## config.mk

```make
export PLATFORM = sky130hd
export DESIGN_NAME = td4x_core
export DESIGN_NICKNAME = d
export VERILOG_FILES = /design/src/rtl/td4x_pkg.sv /design/src/rtl/td4x_timing.sv /design/src/rtl/td4x_core.sv
export SDC_FILE = /design/constraint.sdc
export NUM_CORES = 1
export LEC_CHECK = 0
export ABC_CLOCK_PERIOD_IN_PS = 3650
export BUFFER_PORTS_ARGS = -buffer_cell sky130_fd_sc_hd__buf_2
export CAP_MARGIN = 5
export CORE_AREA = 2 2 83 85
export CTS_CLUSTER_DIAMETER = 80
export DETAILED_ROUTE_END_ITERATION = 10
export DIE_AREA = 0 0 85 87
export PLACE_DENSITY = 0.61
export SLEW_MARGIN = 20
export SYNTH_ARGS = -nofsm -noshare
export SYNTH_HDL_FRONTEND = slang
export SYNTH_SLANG_ARGS = --single-unit
```

## constraint.sdc

```tcl
create_clock -name clk -period 3.65 [get_ports clk]
set_clock_uncertainty 0.05 [all_clocks]
set_input_delay 0.73 -clock clk [delete_from_list [all_inputs] [get_ports clk]]
set_output_delay 0.73 -clock clk [all_outputs]
set_load 0.02 [all_outputs]
```

## src/rtl/td4x_pkg.sv

```systemverilog
// Shared definitions for the TD4X core: opcode encodings, core state type
// and helpers that split an instruction word into opcode and immediate.
package td4x_pkg;

    localparam int MAX_DATA_W  = 32;
    localparam int MAX_INSTR_W = MAX_DATA_W + 4;

    localparam logic [3:0] OP_ADD_A  = 4'b0000;
    localparam logic [3:0] OP_MOV_AB = 4'b0001;
    localparam logic [3:0] OP_IN_A   = 4'b0010;
    localparam logic [3:0] OP_MOV_AI = 4'b0011;
    localparam logic [3:0] OP_MOV_BA = 4'b0100;
    localparam logic [3:0] OP_ADD_B  = 4'b0101;
    localparam logic [3:0] OP_IN_B   = 4'b0110;
    localparam logic [3:0] OP_MOV_BI = 4'b0111;
    localparam logic [3:0] OP_HLT    = 4'b1000;
    localparam logic [3:0] OP_OUT_B  = 4'b1001;
    localparam logic [3:0] OP_OUT_I  = 4'b1011;
    localparam logic [3:0] OP_JNC    = 4'b1110;
    localparam logic [3:0] OP_JMP    = 4'b1111;

    typedef enum logic {
        CORE_RUN  = 1'b0,
        CORE_HALT = 1'b1
    } core_state_t;

    // Callers zero-extend their word to MAX_INSTR_W and pass their data width.
    function automatic logic [3:0] instr_opcode(input logic [MAX_INSTR_W-1:0] word,
                                                input int data_w);
        return word[data_w +: 4];
    endfunction

    function automatic logic [MAX_DATA_W-1:0] instr_imm(input logic [MAX_INSTR_W-1:0] word,
                                                        input int data_w);
        logic [MAX_INSTR_W-1:0] mask;
        mask = (MAX_INSTR_W'(1) << data_w) - MAX_INSTR_W'(1);
        return MAX_DATA_W'(word & mask);
    endfunction

endpackage

```

## src/rtl/td4x_timing.sv

```systemverilog
// Execution-enable generation for the TD4X core: run-mode prescaler,
// single-step rising-edge detector and the in_port two-flop synchroniser.
module td4x_timing
    import td4x_pkg::*;
#(
    parameter int DATA_W  = 4,
    parameter int CLK_DIV = 2500000
) (
    input  logic              clk,
    input  logic              rst_n,
    input  logic              run,
    input  logic              step,
    input  logic              halted,
    input  logic [DATA_W-1:0] in_port,
    output logic              ex,
    output logic [DATA_W-1:0] in_sync
);

    localparam int                CNT_W    = (CLK_DIV > 1) ? $clog2(CLK_DIV) : 1;
    localparam logic [CNT_W-1:0]  CNT_LAST = CNT_W'(CLK_DIV - 1);

    logic [CNT_W-1:0]  count;
    logic              step_q;
    logic [DATA_W-1:0] in_meta;
    logic              tick;
    logic              step_rise;

    // Holding the count at zero while stopped makes the first tick after
    // entering run mode land a full CLK_DIV clocks later.
    always_ff @(posedge clk) begin
        if (!rst_n) begin
            count <= '0;
        end else if (!run || tick) begin
            count <= '0;
        end else begin
            count <= count + CNT_W'(1);
        end
    end

    always_ff @(posedge clk) begin
        if (!rst_n) begin
            step_q  <= 1'b0;
            in_meta <= '0;
            in_sync <= '0;
        end else begin
            step_q  <= step;
            in_meta <= in_port;
            in_sync <= in_meta;
        end
    end

    assign tick      = run && (count == CNT_LAST);
    assign step_rise = step && !step_q;
    assign ex        = !halted && (run ? tick : step_rise);

endmodule

```

## src/rtl/td4x_core.sv

```systemverilog
// TD4-class accumulator CPU: A/B registers, carry, output latch and PC
// fetching from an external combinational ROM, with run/step/halt control.
module td4x_core
    import td4x_pkg::*;
#(
    parameter int DATA_W  = 4,
    parameter int ADDR_W  = 4,
    parameter int CLK_DIV = 2500000
) (
    input  logic              clk,
    input  logic              rst_n,
    input  logic              run,
    input  logic              step,
    input  logic [DATA_W-1:0] in_port,
    input  logic [DATA_W+3:0] instr,
    output logic [ADDR_W-1:0] iaddr,
    output logic [DATA_W-1:0] out_port,
    output logic              carry,
    output logic              halted,
    output logic              retire
);

    core_state_t       state;
    core_state_t       state_next;
    logic              ex;
    logic [DATA_W-1:0] in_sync;
    logic [3:0]        opcode;
    logic [DATA_W-1:0] imm;
    logic [DATA_W-1:0] a_reg;
    logic [DATA_W-1:0] b_reg;
    logic [DATA_W:0]   sum_a;
    logic [DATA_W:0]   sum_b;
    logic [DATA_W-1:0] a_next;
    logic [DATA_W-1:0] b_next;
    logic [DATA_W-1:0] out_next;
    logic [ADDR_W-1:0] pc_next;
    logic              carry_next;

    td4x_timing #(
        .DATA_W  (DATA_W),
        .CLK_DIV (CLK_DIV)
    ) u_timing (
        .clk     (clk),
        .rst_n   (rst_n),
        .run     (run),
        .step    (step),
        .halted  (halted),
        .in_port (in_port),
        .ex      (ex),
        .in_sync (in_sync)
    );

    assign opcode = instr_opcode(MAX_INSTR_W'(instr), DATA_W);
    assign imm    = DATA_W'(instr_imm(MAX_INSTR_W'(instr), DATA_W));
    assign sum_a  = {1'b0, a_reg} + {1'b0, imm};
    assign sum_b  = {1'b0, b_reg} + {1'b0, imm};

    always_ff @(posedge clk) begin
        if (!rst_n) begin
            state <= CORE_RUN;
        end else begin
            state <= state_next;
        end
    end

    // HALT is a one-way trip; only reset returns the core to CORE_RUN.
    always_comb begin
        state_next = state;
        if (state == CORE_RUN && ex && opcode == OP_HLT) begin
            state_next = CORE_HALT;
        end
    end

    always_comb begin
        halted = (state == CORE_HALT);
    end

    // Carry is cleared by every executed instruction except the two ADDs;
    // JNC reads the carry register value from before this edge.
    always_comb begin
        a_next     = a_reg;
        b_next     = b_reg;
        out_next   = out_port;
        pc_next    = iaddr;
        carry_next = carry;
        if (ex) begin
            carry_next = 1'b0;
            pc_next    = iaddr + ADDR_W'(1);
            case (opcode)
                OP_ADD_A: begin
                    a_next     = sum_a[DATA_W-1:0];
                    carry_next = sum_a[DATA_W];
                end
                OP_ADD_B: begin
                    b_next     = sum_b[DATA_W-1:0];
                    carry_next = sum_b[DATA_W];
                end
                OP_MOV_AI: a_next   = imm;
                OP_MOV_BI: b_next   = imm;
                OP_MOV_AB: a_next   = b_reg;
                OP_MOV_BA: b_next   = a_reg;
                OP_IN_A:   a_next   = in_sync;
                OP_IN_B:   b_next   = in_sync;
                OP_OUT_I:  out_next = imm;
                OP_OUT_B:  out_next = b_reg;
                OP_JMP:    pc_next  = imm[ADDR_W-1:0];
                OP_JNC: begin
                    if (!carry) begin
                        pc_next = imm[ADDR_W-1:0];
                    end
                end
                OP_HLT:    pc_next  = iaddr;
                default: ;
            endcase
        end
    end

    always_ff @(posedge clk) begin
        if (!rst_n) begin
            a_reg    <= '0;
            b_reg    <= '0;
            out_port <= '0;
            iaddr    <= '0;
            carry    <= 1'b0;
            retire   <= 1'b0;
        end else begin
            a_reg    <= a_next;
            b_reg    <= b_next;
            out_port <= out_next;
            iaddr    <= pc_next;
            carry    <= carry_next;
            retire   <= ex;
        end
    end

endmodule

```

==> metrics.csv <==
metric,value,unit
status,completed,
cp_slowest_stage_delay,660,ps
cp.required,3810,ps
holdPathEnd,u_timing.in_sync[3]$_SDFF_PN0_,
synth_top_area_frac,0.374,
h-tree-depth,2,
synth_seq_cells,50,
antenna_left,0,
cts_tree,built,
clk_pin_slew_worst_paths,100,ps
clkLatencyLatePin,310,ps
root_buffer,clkbuf_8,
die_w,85,um
worstMarginPinSlew,700,ps
dp_hpwl,4090,um
place_worst_setup_slack,1210,ps
cts-buffers-inserted,5,
drive_gt1_frac,0.144,
io_buffers,26,
overflow,0,
async_reset_ff_frac,0,
core_area,6570,um^2
fin_setup_tns,0,ps
drc,0,
fin_nets,354,
slew_violations,0,
grt_pass1_vias,2176,
reg2reg_to,iaddr[2]$_SDFFE_PN0P_,
largest_reg_flops,22,
rr_worst_depth,6,
ir_worst_vdd,176,uV
start_util,0.408,
gp_congestion,0.805,
critPathCaptureType,flip-flop,
wirelength,5720,um
synth_edf_count,0,
dpl.cell_count,399,
synth_largest_area_cell,dfxtp_1,
ys.flop_type,dfxtp_1,
ctsHoldBuffers,0,
vias,2200,
finalNonFillerCells,407,
hp-start,u_timing.in_meta[3]$_SDFF_PN0_,
rsz0062_at_grt,false,
regMostFlops,u_timing.count,
wl_per_cell,14.0,um
die_area,7400,um^2
yosys.cell_types.count,52,
crit_chain,"ha_1, and3_1, nand4_4, a2111oi_4, o21ai_1, a32o_1",
stdcell_area,2980,um^2
cp_slowest_cell,a2111oi_4,
grt_pass1_wl,10000,um
min_path_cells,1,
ys_warn_count,0,
finalHoldViolations,0,
timing.fmax,430,MHz
syn_inst,304,
io_pins,27,
crit_fanout,8,
period_share,0.637,
syn_to_final_growth,11.1,%
antenna_cells,0,
placed_cell_area,2880,um^2
postCtsResizedCells,0,
cts_sinks,50,
rr_startpoint,u_timing.count[0]$_SDFF_PP0_,
drtPass1Iterations,4,
power_density,341,nW/um^2
vias_per_cell,5.41,
clk_path_buf_depth,2,
crit_type,flip-flop to flip-flop,
die_y,87,um
ys_seq_area_frac,0.374,
final_core_util,0.453,
period_minus_slack,2330,ps
cp-start-kind,flip-flop,
setup_viol,0,
maxCapViolCount,0,
syn_avg_cell_area,8.81,um^2
worst_ep_arrival_time,2490,ps
fill_cells,644,
drt_iter0_drc,88,
antenna_found_initial,0,
p_leak,1.12,nW
fin_ws,1320,ps
reg2reg_slack,1320,ps
synth_nets,332,
hold_path_class,flip-flop to flip-flop,
grt_max_degree,24,
rows,30,
synth_area,2680,um^2
slew_headroom,0.527,
grt.total_usage,0.168,
post_cts_buffers,0,
synth_area_leaders,"dfxtp_1 37%, nor2_1 5.6%, xnor2_1 5.2%, ha_1 4.7%, mux2i_1 4.1%",
-- worst max-delay path by stage --
stage,startpoint,depth (start not counted),end
global route,u_timing.count[0]$_SDFF_PP0_,6,iaddr[2]$_SDFFE_PN0P_
global placement,run,6,iaddr[2]$_SDFFE_PN0P_
CTS,u_timing.count[0]$_SDFF_PP0_,6,iaddr[2]$_SDFFE_PN0P_
detailed placement,run,6,iaddr[2]$_SDFFE_PN0P_
floorplan,instr[0],7,a_reg[1]$_SDFFE_PN0P_
finish,u_timing.count[0]$_SDFF_PP0_,6,iaddr[2]$_SDFFE_PN0P_
-- through the flow --
step | total power [mW] | hold WS (ps)
6_report | 1.01 | 389
5_1_grt | 1.06 | 413
4_1_cts | 1.03 | 392
3_5_place_dp | 0.679 | 371
3_3_place_gp | 0.677 | 368
2_1_floorplan | 0.644 | 362
-- placed cells by master, fill, tap and decap left out, types with 4 or more instances in the layout --
cell | netlist | layout
xor2_1 | 5 | 5
inv_1 | 8 | 8
xnor2_1 | 16 | 16
a211oi_1 | 10 | 10
ha_1 | 10 | 10
clkbuf_8 | 0 | 6
mux2i_1 | 11 | 11
buf_2 | 1 | 26
dfxtp_1 | 50 | 50
a21oi_1 | 16 | 16
nor2_1 | 40 | 40
a21o_1 | 4 | 4
o21ai_0 | 9 | 9
nand2_1 | 18 | 18
o211ai_1 | 4 | 4
and2_1 | 10 | 10
or3_1 | 4 | 4
nand3_1 | 16 | 16
nor3_1 | 12 | 12
and3_1 | 5 | 5
-- routing by layer --
layer / track usage / wire length (um)
met3: 0.0351 / 208
met5: 0 / 0
met4: 0.0620 / 89
met2: 0.298 / 2710
met1: 0.198 / 2710
-- synthesized netlist by cell type, types with 2 or more instances --
master / count
o31ai_1: 2
o211ai_1: 4
o21ai_0: 9
a21oi_1: 16
nor3b_1: 3
nand3_1: 16
mux2i_1: 11
a211oi_1: 10
dfxtp_1: 50
nor3_1: 12
a21o_1: 4
ha_1: 10
nand4_1: 2
mux2_2: 2
nor2_1: 40
and3_1: 5
xor2_1: 5
and2_1: 10
nand2b_1: 3
inv_1: 8
and4_1: 2
nor2b_1: 2
or3_1: 4
clkbuf_1: 10
xnor2_1: 16
o21ai_1: 3
nor4b_4: 2
nand2_1: 18
fa_1: 2
-- cell families (layout without fill, tap and decap cells) --
logic type,after synthesis,count (layout),share of synthesized area
AOI/OAI and AO/OA,61,61,0.158
xor gates and xnor gates,21,21,0.0687
adders and majority gates,12,12,0.0617
buffers and inverters,20,43,0.0285
DFF,50,50,0.374
muxes,13,13,0.0495
and+or+nand+nor,127,127,0.260
-- power breakdown --
group,internal (mW),switching (mW),leakage (nW)
Sequential,0.555,0.00698,0.406
Clock,0.156,0.192,0.0478
Combinational,0.0411,0.0621,0.670
-- layout make-up --
type	instances	area [um^2]	area share
timing repair buffer	27	138	0.0462
tap	80	100	0.0336
clock buffer	6	82.6	0.0277
clock inverter	2	16.3	0.00546
inverter	8	30.0	0.0101
multi-input combinational	234	1610	0.541
sequential	50	1000	0.336
-- worst max-delay path, delay by kind of cell (launching register included) --
| family | cells | cell delay, ps |
|---|---|---|
| flip-flops | 1 | 400 |
| adder cells (fa/ha/maj) | 1 | 210 |
| AO/OA/AOI/OAI | 3 | 1050 |
| AND/OR/NAND/NOR | 2 | 540 |
(Power assumes the default switching activity.)
